File: config.mk
export PLATFORM = sky130hd
export DESIGN_NAME = clksw_sched
export DESIGN_NICKNAME = d
export VERILOG_FILES = /design/src/rtl/clksw_pkg.sv /design/src/rtl/clksw_cnt.sv /design/src/rtl/clksw_sched.sv
export SDC_FILE = /design/constraint.sdc
export NUM_CORES = 1
export LEC_CHECK = 0
export CAP_MARGIN = 20
export CORE_ASPECT_RATIO = 1.1
export CORE_MARGIN = 2
export CORE_UTILIZATION = 29
export DETAILED_ROUTE_END_ITERATION = 7
export PLACE_DENSITY = 0.63
export SYNTH_ARGS = -nofsm -noshare
export SYNTH_HDL_FRONTEND = slang
export SYNTH_SLANG_ARGS = --single-unit
File: constraint.sdc
create_clock -name lsclk_in -period 1.8 [get_ports lsclk_in]
set_clock_uncertainty 0.2 [all_clocks]
set_input_delay 0.36 -clock lsclk_in [delete_from_list [all_inputs] [get_ports lsclk_in]]
set_output_delay 0.36 -clock lsclk_in [all_outputs]
set_load 0.01 [all_outputs]
File: src/rtl/clksw_pkg.sv
// Shared definitions for the CPU clock-switch scheduler: FSM states,
// config-word bit positions and divider codes.
`timescale 1ns/1ps
package clksw_pkg;

   // Scheduler states; the encoding is visible on the debug port.
   typedef enum logic [1:0] {
      LS_RUN = 2'd0,
      TO_HS  = 2'd1,
      HS_RUN = 2'd2,
      TO_LS  = 2'd3
   } state_t;

   // Config write word layout: [0] = hs_en, [2:1] = divider select.
   localparam int CFG_W       = 3;
   localparam int CFG_HS_EN   = 0;
   localparam int CFG_DIV_LSB = 1;

   // Divider codes understood by the clock switcher.
   localparam logic [1:0] DIV1 = 2'b00;
   localparam logic [1:0] DIV2 = 2'b01;
   localparam logic [1:0] DIV4 = 2'b10;
   localparam logic [1:0] DIV8 = 2'b11;

   // True while a switch is in flight and the CPU clock source is uncertain.
   function automatic logic is_switching(input state_t s);
      return (s == TO_HS) || (s == TO_LS);
   endfunction

endpackage

File: src/rtl/clksw_cnt.sv
// Saturating cycle counter shared by the LS_RUN hold time and the
// switch-acknowledge timeout; the two are never measured at once.
`timescale 1ns/1ps
module clksw_cnt #(
   parameter int CNT_W       = 4,
   parameter int HOLD_CYC    = 4,
   parameter int TIMEOUT_CYC = 15
) (
   input  logic i_clk,
   input  logic i_rst_b,
   input  logic i_clr,
   input  logic i_inc,
   output logic o_ge_hold,
   output logic o_eq_timeout
);

   localparam logic [CNT_W-1:0] L_MAX     = '1;
   localparam logic [CNT_W-1:0] L_ONE     = CNT_W'(1);
   localparam logic [CNT_W-1:0] L_HOLD    = CNT_W'(HOLD_CYC);
   localparam logic [CNT_W-1:0] L_TIMEOUT = CNT_W'(TIMEOUT_CYC);

   logic [CNT_W-1:0] r_cnt;

   // Clear has priority; incrementing stops at all-ones so the count never wraps.
   always_ff @(posedge i_clk or negedge i_rst_b) begin
      if (!i_rst_b) begin
         r_cnt <= '0;
      end else if (i_clr) begin
         r_cnt <= '0;
      end else if (i_inc && (r_cnt != L_MAX)) begin
         r_cnt <= r_cnt + L_ONE;
      end
   end

   assign o_ge_hold    = (r_cnt >= L_HOLD);
   assign o_eq_timeout = (r_cnt == L_TIMEOUT);

endmodule

File: src/rtl/clksw_sched.sv
// CPU clock-switch scheduler. Runs on the always-on low-speed clock,
// requests high/low speed from the clock switcher, waits for its
// acknowledge and stalls the CPU while the source is changing.
//
// Handshake: hsclk_sel is a level request; the switch is complete only
// when the switcher reports exactly the requested source (selected for
// the target high, selected for the other side low). cpu_rdy low means
// the CPU must not complete the current access.
`timescale 1ns/1ps
module clksw_sched
   import clksw_pkg::*;
#(
   parameter int TIMEOUT_CYC = 15,
   parameter int HOLD_CYC    = 4,
   parameter int CNT_W       = 4
) (
   input  logic             lsclk_in,
   input  logic             rst_b,
   input  logic             ls_req,
   input  logic             cfg_wr,
   input  logic [CFG_W-1:0] cfg_wdata,
   input  logic             hsclk_selected,
   input  logic             lsclk_selected,
   output logic             hsclk_sel,
   output logic [1:0]       cpuclk_div_sel,
   output logic             cpu_rdy,
   output logic             switching,
   output logic             timeout_err,
   output state_t           o_dbg_state
);

   state_t     r_state;
   logic       r_hsclk_sel;
   logic       r_switching;
   logic       r_pend_hs_en;
   logic [1:0] r_pend_div;
   logic [1:0] r_div_sel;
   logic       r_timeout_err;

   logic w_ge_hold;
   logic w_eq_timeout;
   logic w_go_hs;
   logic w_abort;
   logic w_hs_ack;
   logic w_ls_ack;
   logic w_cnt_clr;
   logic w_cnt_inc;
   logic w_to_set;

   // Decisions use the pending config as it stood before this edge, so a
   // write in the same cycle only takes effect from the next cycle.
   assign w_go_hs  = r_pend_hs_en & ~ls_req & w_ge_hold & ~r_timeout_err;
   assign w_abort  = ls_req | ~r_pend_hs_en;
   assign w_hs_ack = hsclk_selected & ~lsclk_selected;
   assign w_ls_ack = lsclk_selected & ~hsclk_selected;

   clksw_cnt #(
      .CNT_W       (CNT_W),
      .HOLD_CYC    (HOLD_CYC),
      .TIMEOUT_CYC (TIMEOUT_CYC)
   ) u_cnt (
      .i_clk        (lsclk_in),
      .i_rst_b      (rst_b),
      .i_clr        (w_cnt_clr),
      .i_inc        (w_cnt_inc),
      .o_ge_hold    (w_ge_hold),
      .o_eq_timeout (w_eq_timeout)
   );

   // Counter control and timeout detection for the current state.
   always_comb begin
      w_cnt_clr = 1'b0;
      w_cnt_inc = 1'b0;
      w_to_set  = 1'b0;
      case (r_state)
         LS_RUN: begin
            w_cnt_inc = 1'b1;
            w_cnt_clr = w_go_hs;
         end
         TO_HS: begin
            w_cnt_inc = 1'b1;
            if (w_abort) begin
               w_cnt_clr = 1'b1;
            end else if (!w_hs_ack && w_eq_timeout) begin
               // Fresh window for the return trip to low speed.
               w_cnt_clr = 1'b1;
               w_to_set  = 1'b1;
            end
         end
         HS_RUN: begin
            w_cnt_clr = w_abort;
         end
         TO_LS: begin
            w_cnt_inc = 1'b1;
            if (w_ls_ack) begin
               // Arrival in LS_RUN starts the hold time from zero.
               w_cnt_clr = 1'b1;
            end else if (w_eq_timeout) begin
               w_to_set = 1'b1;
            end
         end
         default: begin
            w_cnt_clr = 1'b1;
         end
      endcase
   end

   // Switch sequencing FSM with registered request and switching flag.
   always_ff @(posedge lsclk_in or negedge rst_b) begin
      if (!rst_b) begin
         r_state     <= LS_RUN;
         r_hsclk_sel <= 1'b0;
         r_switching <= 1'b0;
      end else begin
         case (r_state)
            LS_RUN: begin
               if (w_go_hs) begin
                  r_state     <= TO_HS;
                  r_hsclk_sel <= 1'b1;
                  r_switching <= 1'b1;
               end
            end
            TO_HS: begin
               if (w_abort) begin
                  r_state     <= TO_LS;
                  r_hsclk_sel <= 1'b0;
                  r_switching <= 1'b1;
               end else if (w_hs_ack) begin
                  r_state     <= HS_RUN;
                  r_hsclk_sel <= 1'b1;
                  r_switching <= 1'b0;
               end else if (w_eq_timeout) begin
                  r_state     <= TO_LS;
                  r_hsclk_sel <= 1'b0;
                  r_switching <= 1'b1;
               end
            end
            HS_RUN: begin
               if (w_abort) begin
                  r_state     <= TO_LS;
                  r_hsclk_sel <= 1'b0;
                  r_switching <= 1'b1;
               end
            end
            TO_LS: begin
               // No safer place exists than TO_LS; stay until the switcher
               // confirms low speed.
               if (w_ls_ack) begin
                  r_state     <= LS_RUN;
                  r_hsclk_sel <= 1'b0;
                  r_switching <= 1'b0;
               end
            end
            default: begin
               r_state     <= LS_RUN;
               r_hsclk_sel <= 1'b0;
               r_switching <= 1'b0;
            end
         endcase
      end
   end

   // Pending config capture and divider hand-over, only while LS clocks the CPU.
   always_ff @(posedge lsclk_in or negedge rst_b) begin
      if (!rst_b) begin
         r_pend_hs_en <= 1'b0;
         r_pend_div   <= DIV1;
         r_div_sel    <= DIV1;
      end else begin
         if (cfg_wr) begin
            r_pend_hs_en <= cfg_wdata[CFG_HS_EN];
            r_pend_div   <= cfg_wdata[CFG_DIV_LSB +: 2];
         end
         if (r_state == LS_RUN) begin
            r_div_sel <= r_pend_div;
         end
      end
   end

   // Sticky timeout flag; a timeout in the same cycle as a config write wins.
   always_ff @(posedge lsclk_in or negedge rst_b) begin
      if (!rst_b) begin
         r_timeout_err <= 1'b0;
      end else if (w_to_set) begin
         r_timeout_err <= 1'b1;
      end else if (cfg_wr) begin
         r_timeout_err <= 1'b0;
      end
   end

   // cpu_rdy reacts to ls_req combinationally so a slow access never
   // completes on the high-speed clock.
   assign cpu_rdy        = (r_state == LS_RUN) | ((r_state == HS_RUN) & ~ls_req);
   assign hsclk_sel      = r_hsclk_sel;
   assign cpuclk_div_sel = r_div_sel;
   assign switching      = r_switching;
   assign timeout_err    = r_timeout_err;
   assign o_dbg_state    = r_state;

endmodule

==> run metrics <==
FF+latch count, synth=14; layout cells sized above 1=between 30% and 40%; P per Cell Area=1560 nW/um^2; Area Overhead vs Synth=43.5%; largest net degree at the start of global routing=15; total clock sinks=14; Starting DRT DRC Count=12; FF-to-FF path depth=4; Reg-to-Reg End=o_dbg_state[1]; DR vias/cell=about 4.5; clk buf depth=2; starting density of the core=just over 30%; met1 GRT Util=15.5%; Die Area=3340 um^2; CTS H-tree depth=1; area leader, netlist=dfrtp_1; row cnt=20; WL per Instance=11.7 um; Peak VDD IR=760 uV; Crit-path slowest cell=dfrtp_1; Hold Slack=0.176 ns; Die H=approximately 60 um; post-synth top area share=41.7%; Non-Filler Instances=between 100 and 150; total track usage=between 10% and 20%; antenna violations before repair=0; worst slew pin tran=~0.24 ns; Top FF cell, synth=dfrtp_1; ANT cells=0; Worst setup EP type=flop; EDFF count, synth=0; post-synthesis net count=91; Max-Slew Margin vs Limit=a little over four fifths; Residual DRC=0; DP HPWL=1350 um; ranking of synthesized cells by area=dfrtp_1, ha_1, mux2_2, inv_1, mux2_1; buffer and inverter count on the worst path=0; RSZ-0062 raised after global routing=true; part of the Yosys area used for sequential elements=41.7%; Final GP Congestion=0.785; maximum fanout along the worst path=4; Setup violations, final=0; Placed Cells=approximately 140; GRT Max-Usage Layer=met2; Avg Cell Area, Syn=11.2 um^2; overall routed net length=1690 um; Synth Cell Area=840 um^2; Final min period=1.77 ns; Setup Crit Path Kind=flop to flop; I/O pin cnt=17; first-pass GRT wire length=2970 um; routing usage on met2=17.9%; end point of the critical path=o_dbg_state[1]; FF-to-FF setup slack=0.03 ns; Comb pwr share=60.8%; core box area=2750 um^2; crit-path max cell delay=~0.42 ns; Yosys Warn Count=0; Worst Setup SP=u_cnt.r_cnt[0]; status=completed; r2r startpoint=u_cnt.r_cnt[0]; placed cell area=around 1200 um^2; max-slew violations=0; most frequent cells after synthesis=dfrtp_1, ha_1, inv_1; total CTS buffers=3; Fill cells=265; vias in the first global route=around 660; M3 GR Usage=1.28%; setup slack after layout=0.0311 ns; top-count cell post-synth=dfrtp_1; switching fraction of total power=37.1%; Post-Syn Instances=75; GR Overflow Total=0; P_leak=0.559 nW; Clk pwr share=12.1%; Hold Violations, Final=0; CTS tree=yes; Worst Setup Start Kind=flop; asr flop ratio synth=100%; DR vias=650; worst-skew pair later-pin latency=0.28 ns; Top delay family on crit path=flip-flops; drt pass-1 iters=4; Peak Freq=565 MHz; clk root buf=clkbuf_4; WP depth=4; max cap viols=0; Nets=128; Netlist cell types=31; worst path cell trace=ha_1, and3_1, o211ai_2, mux2_4; Finished Cell Area=1200 um^2; Sequential Power Share=27.2%; antenna-violating nets left=0; Hold Path Class=input port to async pin; Worst-path clk slew=0.09 ns; PortBufs=16; crit path DAT=1.74 ns; switching power total=697 uW; Pwr Total=1.88 mW; pre-CTS WS=-0.284 ns; P_int=approximately 1.2 mW; Die W=between 50 and 60 um; Critical Path RT=1.77 ns; Final Cycle Share=98.3%
flip-flops by register name (all words and copies together) (netlist names):
name,cells
u_cnt.r_cnt,4
r_pend_div,2
cpuclk_div_sel,2
r_pend_hs_en,1
o_dbg_state,2
hsclk_sel,1
switching,1
timeout_err,1
layout make-up:
class	count	area (um^2)	share of cell area, %
inverters	7	26.3	2.18
clock buffers	4	36.3	3.01
flip-flops and latches	14	350	29.1
repair buffers	32	278	23.1
multi-input cells	54	473	39.3
well taps	33	41.3	3.43
power by group through the flow:
stage | Combinational, mW | Clock [mW] | Sequential (mW)
2_1_floorplan | 0.626 | 0 | 0.546
3_3_place_gp | 1.16 | 0 | 0.506
3_5_place_dp | 1.18 | 0 | 0.514
4_1_cts | 1.15 | 0.242 | 0.513
5_1_grt | 1.27 | 0.258 | 0.530
6_report | 1.14 | 0.227 | 0.510
placed cells by master, fill, tap and decap left out, types with 2 or more instances in the layout:
cell             netlist  final
clkdlybuf4s50_1        0     11
nor2_1                 6      6
ha_2                   0      4
buf_4                  0     16
a31oi_1                2      2
ha_1                   7      3
inv_1                  7      5
dfrtp_1               14     14
a21o_1                 2      2
a21oi_1                3      3
nand2_1                2      2
nand3_1                3      3
nand2b_1               2      2
o2bb2ai_1              2      2
o21ai_0                3      3
mux2_1                 2      2
inv_2                  0      2
clkbuf_4               0      3
mux2_2                 3      3
dlymetal6s2s_1         0      2
dlygate4sd2_1          0      2
worst register-to-register path: stages, from the launching register on:
cell and delay (ns):
dfrtp_1 0.42, ha_1 0.26, and3_1 0.24, o211ai_2 0.23, mux2_4 0.32
kinds of logic after synthesis:
logic type | count (synthesis) | synth area share, %
simple gates | 20 | 13.9
compound gates | 19 | 20.3
flops | 14 | 41.7
buf+inv | 7 | 3.13
fa+ha+maj | 7 | 10.4
mux | 6 | 8.49
xor+xnor | 2 | 2.09
per-stage QoR:
step / TNS (ns) / util (%)
floorplan: 0 / -
global placement: -1.48 / 41.9
CTS: 0 / 43.3
detailed placement: -1.65 / 41.9
finish: 0 / 43.8
global route: -0.0378 / 43.8
how the worst min path moves through the flow:
stage | from | to | slack [ns] | depth (start not counted)
after floorplan | rst_b | cpuclk_div_sel[0] | -0.14 | 0
after global placement | r_pend_div[0] | r_pend_div[0] | 0.27 | 1
after detailed placement | r_pend_div[1] | r_pend_div[1] | 0.28 | 1
after CTS | rst_b | o_dbg_state[0] | 0.17 | 2
after global routing | rst_b | o_dbg_state[0] | 0.19 | 2
final | rst_b | o_dbg_state[0] | 0.18 | 2
per-layer routing:
layer | routed length [um] | up-vias
li1 | - | 342
met1 | 837 | 294
met2 | 792 | 12
met3 | 43 | 2
met4 | 16 | 0
met5 | 0 | -
repair_timing:
item                       4_1_cts  5_1_grt
resized for setup                8        6
setup endpoints to repair        4        6
pin swaps                        0        1
hold buffers                     0        0
setup buffers                    1        0
(Power assumes the default switching activity.)
